### src/rtl/tile_pkg.sv
// Shared constants, types and tile ROM contents for the tile background renderer.
package tile_pkg;

    localparam int MAP_W     = 40;
    localparam int MAP_H     = 30;
    localparam int TILE_BITS = 4;
    localparam int MAP_CELLS = MAP_W * MAP_H;
    localparam int CELL_W    = 11;
    localparam int ROM_AW    = 12;

    typedef enum logic {
        CLEAR = 1'b0,
        RUN   = 1'b1
    } tp_state_t;

    // Per-pixel control bundle carried alongside the map/ROM reads.
    typedef struct packed {
        logic [3:0] px;
        logic [3:0] py;
        logic       in_range;
        logic       blank_n;
        logic       hs;
        logic       vs;
    } tp_ctl_t;

    // Idle levels: blanked, syncs inactive (high).
    localparam tp_ctl_t CTL_IDLE = '{px: 4'h0, py: 4'h0, in_range: 1'b0,
                                     blank_n: 1'b0, hs: 1'b1, vs: 1'b1};

    // Tile artwork generator. Address layout is {tile[3:0], py[3:0], px[3:0]};
    // the pattern keeps every tile (including tile 0) visibly non-uniform.
    function automatic logic [3:0] tile_rom_word(input logic [ROM_AW-1:0] a);
        logic [3:0] tile;
        logic [3:0] py;
        logic [3:0] px;
        tile = a[11:8];
        py   = a[7:4];
        px   = a[3:0];
        return (tile ^ py ^ {px[1:0], px[3:2]}) + 4'd1;
    endfunction

endpackage

### src/rtl/tile_rom.sv
// 4096x4 synchronous tile ROM; contents come from the package artwork table.
module tile_rom
    import tile_pkg::*;
(
    input  logic              Clk,
    input  logic              rd_en,
    input  logic [ROM_AW-1:0] addr,
    output logic [3:0]        q
);

    // Registered lookup, advanced only when the read is enabled.
    always_ff @(posedge Clk) begin
        if (rd_en) begin
            q <= tile_rom_word(addr);
        end
    end

endmodule

### src/rtl/tile_pixel_pipe.sv
// Three-stage tile background renderer: address calc, map read, ROM read.
// Includes the reset-time map clear sequencer and the game-logic write port.
//
// state | meaning
// CLEAR | writing tile 0 into cells 0..MAP_CELLS-1, one per clock; writes blocked
// RUN   | normal rendering; write port open
module tile_pixel_pipe
    import tile_pkg::*;
#(
    parameter int MAP_W     = tile_pkg::MAP_W,
    parameter int MAP_H     = tile_pkg::MAP_H,
    parameter int TILE_BITS = tile_pkg::TILE_BITS
) (
    input  logic                 Clk,
    input  logic                 Reset,
    input  logic                 pix_en,
    input  logic [9:0]           DrawX,
    input  logic [9:0]           DrawY,
    input  logic                 blank_n_in,
    input  logic                 hs_in,
    input  logic                 vs_in,
    input  logic                 map_we,
    input  logic [CELL_W-1:0]    map_addr,
    input  logic [TILE_BITS-1:0] map_data,
    output logic                 map_ready,
    output logic [3:0]           index,
    output logic                 blank_n_out,
    output logic                 hs_out,
    output logic                 vs_out
);

    localparam int NCELLS = MAP_W * MAP_H;

    tp_state_t            state_q;
    logic [CELL_W-1:0]    clr_addr_q;
    logic                 map_ready_q;

    logic                 wr_en;
    logic [CELL_W-1:0]    wr_addr;
    logic [TILE_BITS-1:0] wr_data;
    logic [TILE_BITS-1:0] map_mem [NCELLS];

    logic                 in_range;
    logic [CELL_W-1:0]    cell_calc;
    logic [CELL_W-1:0]    cell_d;
    tp_ctl_t              ctl_d;

    logic [CELL_W-1:0]    cell_s1_q;
    tp_ctl_t              ctl_s1_q;
    logic [TILE_BITS-1:0] tile_s2_q;
    tp_ctl_t              ctl_s2_q;
    logic                 vis_s3_q;
    logic                 blank_s3_q;
    logic                 hs_s3_q;
    logic                 vs_s3_q;

    logic [ROM_AW-1:0]    rom_addr;
    logic [3:0]           rom_q;

    // Clear sequencer: walk every cell once after reset, then stay in RUN.
    always_ff @(posedge Clk) begin
        if (Reset) begin
            state_q     <= CLEAR;
            clr_addr_q  <= '0;
            map_ready_q <= 1'b0;
        end else begin
            case (state_q)
                CLEAR: begin
                    if (clr_addr_q == CELL_W'(NCELLS - 1)) begin
                        state_q     <= RUN;
                        map_ready_q <= 1'b1;
                    end else begin
                        clr_addr_q <= clr_addr_q + 1'b1;
                    end
                end
                RUN:     state_q <= RUN;
                default: state_q <= CLEAR;
            endcase
        end
    end

    assign map_ready = map_ready_q;

    // Single write port: clear sequencer owns it in CLEAR, game logic in RUN.
    always_comb begin
        wr_en   = 1'b0;
        wr_addr = clr_addr_q;
        wr_data = '0;
        if (!Reset) begin
            if (state_q == CLEAR) begin
                wr_en = 1'b1;
            end else if (map_we && (map_addr < CELL_W'(NCELLS))) begin
                wr_en   = 1'b1;
                wr_addr = map_addr;
                wr_data = map_data;
            end
        end
    end

    // Map RAM write; the read in the pipeline block sees the pre-write value.
    always_ff @(posedge Clk) begin
        if (wr_en) begin
            map_mem[wr_addr] <= wr_data;
        end
    end

    // Off-screen positions read cell 0 so the RAM address never leaves the map.
    always_comb begin
        in_range  = (DrawX < 10'(MAP_W * 16)) && (DrawY < 10'(MAP_H * 16));
        cell_calc = CELL_W'(DrawY[8:4]) * CELL_W'(MAP_W) + CELL_W'(DrawX[9:4]);
        cell_d    = in_range ? cell_calc : '0;
        ctl_d     = '{px: DrawX[3:0], py: DrawY[3:0], in_range: in_range,
                      blank_n: blank_n_in, hs: hs_in, vs: vs_in};
    end

    // Pipeline registers; every stage holds while pix_en is low.
    always_ff @(posedge Clk) begin
        if (Reset) begin
            cell_s1_q  <= '0;
            ctl_s1_q   <= CTL_IDLE;
            tile_s2_q  <= '0;
            ctl_s2_q   <= CTL_IDLE;
            vis_s3_q   <= 1'b0;
            blank_s3_q <= 1'b0;
            hs_s3_q    <= 1'b1;
            vs_s3_q    <= 1'b1;
        end else if (pix_en) begin
            cell_s1_q  <= cell_d;
            ctl_s1_q   <= ctl_d;
            tile_s2_q  <= map_mem[cell_s1_q];
            ctl_s2_q   <= ctl_s1_q;
            vis_s3_q   <= ctl_s2_q.blank_n & ctl_s2_q.in_range & (state_q == RUN);
            blank_s3_q <= ctl_s2_q.blank_n;
            hs_s3_q    <= ctl_s2_q.hs;
            vs_s3_q    <= ctl_s2_q.vs;
        end
    end

    assign rom_addr = {tile_s2_q, ctl_s2_q.py, ctl_s2_q.px};

    tile_rom u_rom (
        .Clk   (Clk),
        .rd_en (pix_en),
        .addr  (rom_addr),
        .q     (rom_q)
    );

    // Visibility bit is registered with the ROM word, so index moves only on strobes.
    assign index       = vis_s3_q ? rom_q : 4'h0;
    assign blank_n_out = blank_s3_q;
    assign hs_out      = hs_s3_q;
    assign vs_out      = vs_s3_q;

endmodule
### config.mk
export PLATFORM = sky130hd
export DESIGN_NAME = tile_pixel_pipe
export DESIGN_NICKNAME = d
export VERILOG_FILES = /design/src/rtl/tile_pkg.sv /design/src/rtl/tile_rom.sv /design/src/rtl/tile_pixel_pipe.sv
export SDC_FILE = /design/constraint.sdc
export NUM_CORES = 2
export LEC_CHECK = 0
export CELL_PAD_IN_SITES_DETAIL_PLACEMENT = 0
export CELL_PAD_IN_SITES_GLOBAL_PLACEMENT = 1
export CORE_ASPECT_RATIO = 0.7
export CORE_MARGIN = 5
export CORE_UTILIZATION = 25
export CTS_CLUSTER_DIAMETER = 40
export CTS_CLUSTER_SIZE = 10
export DETAILED_ROUTE_END_ITERATION = 7
export PLACE_DENSITY_LB_ADDON = 0.1
export SLEW_MARGIN = 30
export SYNTH_ARGS = -nofsm -noshare
export SYNTH_HDL_FRONTEND = slang
export SYNTH_MEMORY_MAX_BITS = 65536
export SYNTH_SLANG_ARGS = --single-unit
### constraint.sdc
create_clock -name Clk -period 30.5 [get_ports Clk]
set_clock_uncertainty 0.2 [all_clocks]
set_input_delay 7.625 -clock Clk [delete_from_list [all_inputs] [get_ports Clk]]
set_output_delay 7.625 -clock Clk [all_outputs]
set_load 0.02 [all_outputs]
==> summary.md <==
| Metric | Value |
|---|---|
| Largest net degree at the start of global routing | between 150 and 200 |
| Iteration-0 DRC Markers | 11.6k |
| Root Driver | clkbuf_16 |
| Mapped Nets | 9752 |
| Most used DFF post-synth | edfxtp_1 |
| Remaining antenna violation count | 0 |
| Post-Syn Instances | 9697 |
| Routability cong. | between 0.7 and 0.8 |
| Num CTS Buffers | 679 |
| Fin crit period | roughly 13 ns |
| Worst-Margin Slew | 1.13 ns |
| Routed length per instance | 34.9 um |
| Crit start category | input port |
| Crit end category | flip-flop |
| Initial core utilization | roughly a quarter |
| CP arrival | 13.82 ns |
| Grt ovf | 0 |
| Final setup fails | 0 |
| CTS H-tree depth | 6 |
| Sequential Power Share | between 40% and 50% |
| Worst relative slew slack | 24.8% |
| # rows | between 200 and 300 |
| Status | completed |
| Ys async rst share | 0% |
| Die area | 0.791 mm^2 |
| # fillers | 75.0k |
| Top cell type's share of synthesized area | between 70% and 80% |
| Post-route clock period utilization | 43.6% |
| Post-CTS sizing | 0 |
| Core Box Area | roughly 0.77 mm^2 |
| Setup repair bufs after CTS | 0 |
| Reg clk slew, reported paths | roughly 0.05 ns |
| F_max | about 75 MHz |
| Vias in the first global route | roughly 100k |
| DRT Pass-1 Iters | 6 |
| Avg Cell Area, Syn | 19.9 um^2 |
| Max Cap Violations | 0 |
| Critical-path maximum fanout | 65 |
| Post-synth EDFFs | 4804 |
| Mapped cell area | about 0.19 mm^2 |
| Max IR drop VDD | 0.0377 mV |
| Clock Sinks | 4860 |
| GRT Total Usage | 18.0% |
| Worst hold path class | flip-flop to flip-flop |
| Yosys reg bits | 4860 |
| Setup TNS | 0 ns |
| Antenna violations before repair | 101 |
| CTS Hold Bufs | 0 |
| Worst Setup Path Type | input port to flip-flop |
| Data required time of the critical path | ~31 ns |
| Pleak | between 70 and 80 nW |
| Layout Nets | 10.2k |
| Worst-Skew Late Latency | ~1.1 ns |
| Area Growth Syn to Fin | 17.9% |
| Ranking of synthesized cells by area | edfxtp_1 75%, mux4_2 13%, nor2_1 2.5% |
| Slew Viols, Final | 0 |
| CTS tree | done |
| First-pass GRT wire length | 975000 um |
| Die Y-Extent | 745 um |
| Hold Fails Final Rpt | 0 |
| Reg2Reg Setup Slack | 23.36 ns |
| Routed WL | 730000 um |
| Via Count | just over 100k |
| RSZ-0062 raised after global routing | false |
| DP Wirelength | ~460000 um |
| PwrDens | 67.2 mW/mm^2 |
| Combinational group share of total power | under 10% |
| Via density per instance | 4.87 |
| Final Util | about 30% |
| Sw frac | 21.1% |
| Port Buffer Count | 49 |
| Synth top cells by count | 4804 x edfxtp_1, 1302 x nor2_1, 1136 x mux4_2, 317 x mux2i_1, 289 x nand2_1 |
| Clock power frac | 50.3% |
| Count of different cell masters after synthesis | 92 |
| Place WS | 16.14 ns |
| Share of layout cells above drive strength 1 | roughly a quarter |
| Ports | 50 |
| Maximum buffer depth of the clock tree | 5 |
| Power Internal | 12.1 mW |
| Count leader, synth | edfxtp_1 |
| Seq/Total Area, Yosys | between 70 and 80% |
| Worst setup margin | approximately 17 ns |
| Yosys synthesis warning count | 0 |
| Die width | 1060 um |
| DR DRC count | 0 |
| NetSw | 3.23 mW |
| Design Power | 15.3 mW |
| Synth area leader | edfxtp_1 |
==> cell type report <==
| class | instances | area (um^2) | area share, % |
|---|---|---|---|
| inverters | 21 | 98.8 | 0.0434 |
| diodes | 18 | 45.0 | 0.0198 |
| clock inverters | 293 | 3440 | 1.51 |
| well taps | 10336 | 12900 | 5.68 |
| clock buffers | 783 | 17800 | 7.82 |
| flip-flops and latches | 4860 | 145000 | 63.8 |
| multi-input cells | 4155 | 44300 | 19.5 |
| repair buffers | 435 | 3740 | 1.64 |
==> final timing paths <==
check	end	startpoint	depth (start not counted)
setup / recovery	map_mem[214][3]	map_addr[4]	11
hold / removal	ctl_s2_q[0]	ctl_s1_q[0]	1
setup reg to reg	tile_s2_q[2]	cell_s1_q[0]	12
hold reg to reg	ctl_s2_q[0]	ctl_s1_q[0]	1
==> cell usage in the layout, fill, tap and decap left out, types with 83 or more instances in the layout <==
master and count:
a21oi_1 96, buf_4 357, clkbuf_1 83, clkbuf_16 698, edfxtp_1 4804, mux2i_1 317
mux4_2 1136, nand2_1 252, nor2_1 1283, o22ai_1 100
==> cell families (layout without fill, tap and decap cells) <==
kind of cell / count (synthesis) / count (layout) / share of synthesized area, %
flip-flops: 4860 / 4860 / 75.3
AND/OR/NAND/NOR: 1924 / 1924 / 4.14
multiplexers: 1548 / 1548 / 15.9
buffers and inverters: 682 / 1532 / 2.14
AO/OA/AOI/OAI: 643 / 643 / 2.35
XOR/XNOR: 27 / 27 / 0.122
adder cells (fa/ha/maj): 13 / 13 / 0.0920
other: 0 / 18 / 0
==> power by group through the flow <==
stage | logic [mW] | clock network (mW) | registers (mW)
floorplan | 0.190 | 0 | 7.37
global placement | 0.370 | 0 | 7.38
detailed placement | 0.371 | 0 | 7.38
CTS | 0.372 | 7.86 | 7.24
global route | 0.379 | 8.17 | 7.24
finish | 0.366 | 7.69 | 7.24
==> per-layer routing <==
metal  wire, um  vias to the layer above  share of wire (%)  GRT usage (%)
met5         12                        -             0.0016              0
met4      12000                        2                1.6           3.12
met3      45800                      833                6.3           3.17
met2     321000                     3965                 44           26.8
met1     352000                    56413                 48           27.6
li1           -                    40612                  -              -
==> worst max-delay path: stages <==
cell,delay (ns)
clkdlybuf4s50_1,0.53
a21oi_1,0.30
o21ai_2,0.12
a2111oi_4,0.35
buf_4,0.46
and2_4,0.67
buf_4,0.62
buf_4,0.66
buf_4,0.71
buf_4,0.73
buf_4,0.63
==> stage by stage <==
| stage | instances | hold WS, ns | area [um^2] |
|---|---|---|---|
| 2_1_floorplan | 9697 | 0.227 | 193000 |
| 3_3_place_gp | 19793 | 0.236 | 206000 |
| 3_5_place_dp | 19806 | 0.249 | 206000 |
| 4_1_cts | 20882 | 0.262 | 228000 |
| 5_1_grt | 20887 | 0.279 | 228000 |
| 6_report | 20901 | 0.259 | 228000 |
==> state kept, by name, indices dropped and copies added (netlist names) <==
register     cells
hs_out           1
blank_n_out      1
vis_s3_q         1
map_ready        1
map_mem       4800
state_q          1
ctl_s2_q        12
vs_out           1
cell_s1_q       11
ctl_s1_q        12
clr_addr_q      11
u_rom.q          4
tile_s2_q        4
Power figures use the tool's default switching activity.
